**config.mk**
```make
export PLATFORM = sky130hd
export DESIGN_NAME = hit_detect
export DESIGN_NICKNAME = d
export VERILOG_FILES = /design/src/rtl/hit_detect.sv
export SDC_FILE = /design/constraint.sdc
export NUM_CORES = 1
export LEC_CHECK = 0
export CORE_ASPECT_RATIO = 0.6
export CORE_MARGIN = 1.5
export CORE_UTILIZATION = 48
export CTS_CLUSTER_SIZE = 10
export DETAILED_ROUTE_END_ITERATION = 10
export PLACE_DENSITY = 0.73
export SLEW_MARGIN = 25
export SYNTH_ARGS = -nofsm -noshare
export SYNTH_HDL_FRONTEND = slang
export SYNTH_SLANG_ARGS = --single-unit
```
**constraint.sdc**
```tcl
create_clock -name clk_sys -period 4.35 [get_ports clk_sys]
set_input_delay 0.435 -clock clk_sys [delete_from_list [all_inputs] [get_ports clk_sys]]
set_output_delay 0.435 -clock clk_sys [all_outputs]
set_load 0.005 [all_outputs]
```
**src/rtl/hit_detect.sv**
```systemverilog
// Moving-average smoother plus IDLE/HIT/LOCK hit window FSM; sm_data lands 1 cycle after ad_vld, state 1 cycle after sm_vld.
// No backpressure: every ad_vld strobe is accepted; force_end ends HIT on the next cycle.
module hit_detect #(
  parameter int SM_SHIFT = 2
) (
  input  logic        clk_sys,
  input  logic        rst_n,
  input  logic [15:0] ad_data,
  input  logic        ad_vld,
  input  logic [15:0] cfg_th_hit,
  input  logic [15:0] cfg_hit_len,
  input  logic [15:0] cfg_end_len,
  input  logic [15:0] cfg_lock_len,
  input  logic        force_end,
  output logic [15:0] sm_data,
  output logic        sm_vld,
  output logic        stu_now_hit,
  output logic        stu_now_lock,
  output logic [15:0] stu_hit_cnt
);

  localparam int DEPTH = 2 ** SM_SHIFT;
  localparam int SW    = 16 + SM_SHIFT;

  typedef enum logic [1:0] {
    ST_IDLE = 2'd0,
    ST_HIT  = 2'd1,
    ST_LOCK = 2'd2
  } state_t;

  logic [15:0]   dly [DEPTH];
  logic [SW-1:0] sum;
  logic [SW-1:0] sum_nxt;

  state_t      state;
  state_t      state_nxt;
  logic [15:0] run_cnt;
  logic [15:0] run_nxt;
  logic [15:0] lock_cnt;
  logic [15:0] lock_nxt;
  logic [15:0] hit_cnt;
  logic [15:0] hit_cnt_nxt;

  logic        above;
  logic [15:0] hit_need;
  logic [15:0] end_need;
  logic [16:0] run_inc;
  logic [16:0] lock_inc;

  // Sum never overflows: it holds at most DEPTH samples of 16 bits.
  assign sum_nxt = sum + {{SM_SHIFT{1'b0}}, ad_data} - {{SM_SHIFT{1'b0}}, dly[DEPTH-1]};

  always_ff @(posedge clk_sys or negedge rst_n) begin
    if (!rst_n) begin
      for (int i = 0; i < DEPTH; i++) begin
        dly[i] <= '0;
      end
      sum     <= '0;
      sm_data <= '0;
      sm_vld  <= 1'b0;
    end else begin
      sm_vld <= ad_vld;
      if (ad_vld) begin
        dly[0] <= ad_data;
        for (int i = 1; i < DEPTH; i++) begin
          dly[i] <= dly[i-1];
        end
        sum     <= sum_nxt;
        sm_data <= sum_nxt[SW-1:SM_SHIFT];
      end
    end
  end

  assign above    = (sm_data >= cfg_th_hit);
  assign hit_need = (cfg_hit_len == 16'd0) ? 16'd1 : cfg_hit_len;
  assign end_need = (cfg_end_len == 16'd0) ? 16'd1 : cfg_end_len;
  assign run_inc  = {1'b0, run_cnt} + 17'd1;
  assign lock_inc = {1'b0, lock_cnt} + 17'd1;

  always_ff @(posedge clk_sys or negedge rst_n) begin
    if (!rst_n) begin
      state    <= ST_IDLE;
      run_cnt  <= '0;
      lock_cnt <= '0;
      hit_cnt  <= '0;
    end else begin
      state    <= state_nxt;
      run_cnt  <= run_nxt;
      lock_cnt <= lock_nxt;
      hit_cnt  <= hit_cnt_nxt;
    end
  end

  always_comb begin
    state_nxt   = state;
    run_nxt     = run_cnt;
    lock_nxt    = lock_cnt;
    hit_cnt_nxt = hit_cnt;
    unique case (state)
      ST_IDLE: begin
        if (sm_vld) begin
          if (above) begin
            if (run_inc >= {1'b0, hit_need}) begin
              state_nxt = ST_HIT;
              run_nxt   = '0;
              if (hit_cnt != 16'hFFFF) begin
                hit_cnt_nxt = hit_cnt + 16'd1;
              end
            end else begin
              run_nxt = run_inc[15:0];
            end
          end else begin
            run_nxt = '0;
          end
        end
      end
      ST_HIT: begin
        // force_end wins over the below-run count and does not wait for a strobe.
        if (force_end) begin
          state_nxt = ST_LOCK;
          run_nxt   = '0;
        end else if (sm_vld) begin
          if (!above) begin
            if (run_inc >= {1'b0, end_need}) begin
              state_nxt = ST_LOCK;
              run_nxt   = '0;
            end else begin
              run_nxt = run_inc[15:0];
            end
          end else begin
            run_nxt = '0;
          end
        end
      end
      ST_LOCK: begin
        if (cfg_lock_len == 16'd0) begin
          state_nxt = ST_IDLE;
          lock_nxt  = '0;
        end else if (sm_vld) begin
          if (lock_inc >= {1'b0, cfg_lock_len}) begin
            state_nxt = ST_IDLE;
            lock_nxt  = '0;
          end else begin
            lock_nxt = lock_inc[15:0];
          end
        end
      end
      default: begin
        state_nxt = ST_IDLE;
        run_nxt   = '0;
        lock_nxt  = '0;
      end
    endcase
  end

  assign stu_now_hit  = (state == ST_HIT);
  assign stu_now_lock = (state == ST_LOCK);
  assign stu_hit_cnt  = hit_cnt;

endmodule
```
==> results of run 1 <==
==> how the worst max path moves through the flow <==
stage,cells after the start,end
global route,13,lock_cnt[11]
finish,13,lock_cnt[11]
global placement,13,lock_cnt[11]
CTS,13,lock_cnt[11]
floorplan,15,lock_cnt[13]
detailed placement,13,lock_cnt[11]
==> synth_stat cells, drive strengths merged, types with 19 or more instances <==
library cell | n | area (sq um)
buf | 21 | 162.7
mux2 | 65 | 732.0
nand3 | 30 | 150.1
and3 | 19 | 126.4
clkbuf | 20 | 75.07
o21ai | 45 | 225.2
a21oi | 27 | 138.9
dfrtp | 133 | 3328
ha | 85 | 1064
nand2b | 23 | 143.9
xnor2 | 41 | 359.1
inv | 136 | 510.5
nor2 | 32 | 127.6
nand2 | 49 | 183.9
==> state kept, by name, indices dropped and copies added, names as in the netlist <==
signal / flops
dly: 64
lock_cnt: 16
run_cnt: 16
sm_data: 16
stu_hit_cnt: 16
state: 2
sum: 2
sm_vld: 1
==> metal layers <==
metal / vias to the layer above / share of wire [%] / GRT usage (%)
li1: 3338 / - / -
met4: 0 / 1.2 / 6.021
met5: - / 0 / 0
met1: 3084 / 53 / 31.35
met3: 20 / 6.2 / 4.324
met2: 196 / 40 / 29.34
==> area by class of cell <==
cell class / count / area share [%]
Multi-Input combinational cell: 598 / 45.03
Sequential cell: 133 / 30.70
Timing Repair Buffer: 122 / 11.18
Inverter: 136 / 4.709
Clock buffer: 17 / 3.924
Tap cell: 240 / 2.770
Clock inverter: 15 / 1.685
==> report_power, final <==
group | internal [W] | switching (W) | leakage, nW | total (W)
Clock | 0.000827 | 0.000644 | 0.294 | 0.00147
Combinational | 0.00123 | 0.00129 | 3.37 | 0.00253
Sequential | 0.00145 | 0.000168 | 1.67 | 0.00162
Total | 0.00351 | 0.00211 | 5.34 | 0.00562
==> per-stage QoR <==
step | total power, W | instances
CTS | 0.005659 | 1261
global route | 0.006061 | 1261
finish | 0.005616 | 1261
global placement | 0.004103 | 1229
floorplan | 0.003542 | 908
detailed placement | 0.004148 | 1229
==> worst max-delay path, cell delays in order (launching register included) <==
cell and delay [ns]:
sky130_fd_sc_hd__dfrtp_1 0.44, sky130_fd_sc_hd__ha_1 0.29, sky130_fd_sc_hd__nand3_1 0.24, sky130_fd_sc_hd__or2_1 0.34
sky130_fd_sc_hd__nor2_1 0.18, sky130_fd_sc_hd__nand3_1 0.12, sky130_fd_sc_hd__xnor2_1 0.25, sky130_fd_sc_hd__ha_1 0.32
sky130_fd_sc_hd__a211o_1 0.30, sky130_fd_sc_hd__a21oi_1 0.18, sky130_fd_sc_hd__o2111a_1 0.21, sky130_fd_sc_hd__o211ai_1 0.26
sky130_fd_sc_hd__or2_2 0.44, sky130_fd_sc_hd__o31ai_1 0.25
==> cell families after synthesis <==
kind of cell / after synthesis / synth area share, %
buf+inv: 177 / 8.352
mux: 73 / 9.064
simple gates: 214 / 12.57
xor+xnor: 51 / 4.986
flops: 133 / 37.15
fa+ha+maj: 101 / 15.45
compound gates: 159 / 12.43
==> results_tabular.tex, run 1 <==
\begin{tabular}{lr}
\hline
Metric & Value \\
\hline
\multicolumn{2}{l}{\textbf{Status}} \\
\quad Outcome & completed \\
\multicolumn{2}{l}{\textbf{Pwr}} \\
\quad Cell Pwr Density & 518.0 nW/um\^{}2 \\
\quad Largest vdd supply drop & 0.3160 mV \\
\quad Leakage power of the design & 5.341 nW \\
\multicolumn{2}{l}{\textbf{Setup path}} \\
\quad Endpoint of the worst-slack reg-to-reg timing path & lock\_cnt[11] \\
\quad Critical path data required time & 4.67 ns \\
\quad Worst r2r src & lock\_cnt[0] \\
\quad Endpoint arrival time on the critical path & 4.24 ns \\
\quad Critical path launch point & lock\_cnt[0] \\
\quad CP endpoint kind & register \\
\quad Worst reg2reg setup slack & 0.43 ns \\
\quad Crit path kind & register to register \\
\quad Worst-path maximum fanout & 7 \\
\quad Startpoint Class & register \\
\quad Logic depth of the worst register-to-register path & 13 \\
\multicolumn{2}{l}{\textbf{Synth}} \\
\quad Register area share after synthesis & 37.15\% \\
\quad Total number of yosys warnings & 0 \\
\quad Ys async rst share & 100.0\% \\
\quad Synthesized instance count & 908 \\
\quad Average footprint of a synthesized cell & 9.866 sq um \\
\quad Mapped Nets & 1,093 \\
\quad Register bit count reported by yosys & 133 \\
\quad Cell variety after synth & 64 \\
\quad Post-synth EDFFs & 0 \\
\quad Dominant register cell in the synthesized netlist & sky130\_fd\_sc\_hd\_\_dfrtp\_1 \\
\quad Synth Cell Area & 8959 sq um \\
\multicolumn{2}{l}{\textbf{Timing}} \\
\quad Slew of the pin with the lowest slew margin & 0.8246 ns \\
\quad Clock period minus worst slack & 3.923 ns \\
\quad Max-slew violation total from the final report & 0 \\
\quad Final hold viol count & 0 \\
\quad Worst hold margin & 0.1091 ns \\
\quad Headroom to the max-slew limit & 45.02\% \\
\quad Achievable Freq & 254.9 MHz \\
\quad Final-report setup violation count & 0 \\
\quad Final worst path period share & 90.19\% \\
\quad Setup TNS & 0 ns \\
\quad Final worst-path setup slack & 0.4268 ns \\
\quad Setup repair after global routing missed its margin & no \\
\quad Worst clock skew on the final layout & 0.01438 ns \\
\multicolumn{2}{l}{\textbf{GRT}} \\
\quad First-pass GRT wire length & 31,330 microns \\
\quad GRT Util Overall & 20.65\% \\
\quad Antenna violations before repair & 0 \\
\quad Via count of the first global-routing pass & 6,203 \\
\quad Largest net degree at the start of global routing & 106 \\
\quad Overflow left after global routing & 0 \\
\multicolumn{2}{l}{\textbf{Die}} \\
\quad Site Rows & 38 \\
\quad Die W & 179.4 microns \\
\quad Chip height & 108.8 microns \\
\quad CORE AREA & 18,160 sq um \\
\quad Initial core utilization & 49.32\% \\
\quad Die Footprint & 19,520 sq um \\
\quad I/O pin count & 119 \\
\multicolumn{2}{l}{\textbf{Placed design}} \\
\quad Final estimated routing congestion in global placement & 0.8820 \\
\quad Placed instance area & 10,230 sq um \\
\quad Pre-CTS WS & 0.4728 ns \\
\quad DP Wirelength & 14,660 microns \\
\quad Port bufs & 118 \\
\multicolumn{2}{l}{\textbf{Clocking}} \\
\quad Post-cts gate resize count & 0 \\
\quad TritonCTS buffer count & 17 \\
\quad Latest clock arrival within the worst-skew pair & 0.43 ns \\
\quad Hold buffer count at CTS & 0 \\
\quad H-Tree Level Count & 4 \\
\quad Clock-pin slew on the worst setup and hold paths & 0.06 ns \\
\quad Clock tree from TritonCTS & built \\
\quad Clock Sink Count & 133 \\
\quad Post-CTS Setup Repair Bufs & 0 \\
\quad Master cell of the clock root buffer & sky130\_fd\_sc\_hd\_\_clkbuf\_16 \\
\quad Maximum count of clock buffers along a single path & 2 \\
\multicolumn{2}{l}{\textbf{Layout}} \\
\quad Most common library cell in the layout ignoring fill and taps & sky130\_fd\_sc\_hd\_\_inv\_1 \\
\quad FILL cells & 1,517 \\
\quad Utilization of the core after routing & 59.69\% \\
\quad NumNets Final & 1,193 \\
\quad Area Overhead vs Synth & 21.02\% \\
\quad Share of layout cells above drive strength 1 & 11.75\% \\
\quad FF+latch area & 3328 sq um \\
\quad Antenna diode count & 0 \\
\quad Final Instance Area & 10,840 sq um \\
\quad Commonest non-fill, non-tap cells in the layout & 136 x sky130\_fd\_sc\_hd\_\_inv\_1, 133 x sky130\_fd\_sc\_hd\_\_dfrtp\_1, 116 x sky130\_fd\_sc\_hd\_\_clkdlybuf4s50\_1, 85 x sky130\_fd\_sc\_hd\_\_ha\_1, 65 x sky130\_fd\_sc\_hd\_\_mux2\_2 \\
\quad Multi-input combinational cell area & 4882 sq um \\
\multicolumn{2}{l}{\textbf{Detailed routing}} \\
\quad First DRT Iteration DRCs & 316 \\
\quad Residual DRC count & 0 \\
\quad Routed wire length per instance & 15.20 microns \\
\quad Wire length reported by the detailed router & 19,170 microns \\
\quad 1st-pass router iterations & 5 \\
\quad Vias post-DR & 6,638 \\
\quad Antenna-violating nets left & 0 \\
\quad Per-cell via count in the routed design & 5.264 \\
\multicolumn{2}{l}{\textbf{Run}} \\
\quad Max-Cap Viols & 0 \\
\multicolumn{2}{l}{\textbf{Hold path}} \\
\quad Class of the tightest hold or removal check & input pin to asynchronous set/reset pin \\
\hline
\end{tabular}
Power figures use the tool's default switching activity.
==> inputs of run 2 (changes only) <==
--- a/config.mk
+++ b/config.mk
@@ -10,6 +10,7 @@
 export CORE_UTILIZATION = 48
 export CTS_CLUSTER_SIZE = 10
 export DETAILED_ROUTE_END_ITERATION = 10
+export GPL_ROUTABILITY_DRIVEN = 0
 export PLACE_DENSITY = 0.73
 export SLEW_MARGIN = 25
 export SYNTH_ARGS = -nofsm -noshare
==> results of run 2 <==
Same layout as run 1: the final DEF is identical, and so are final timing and power.
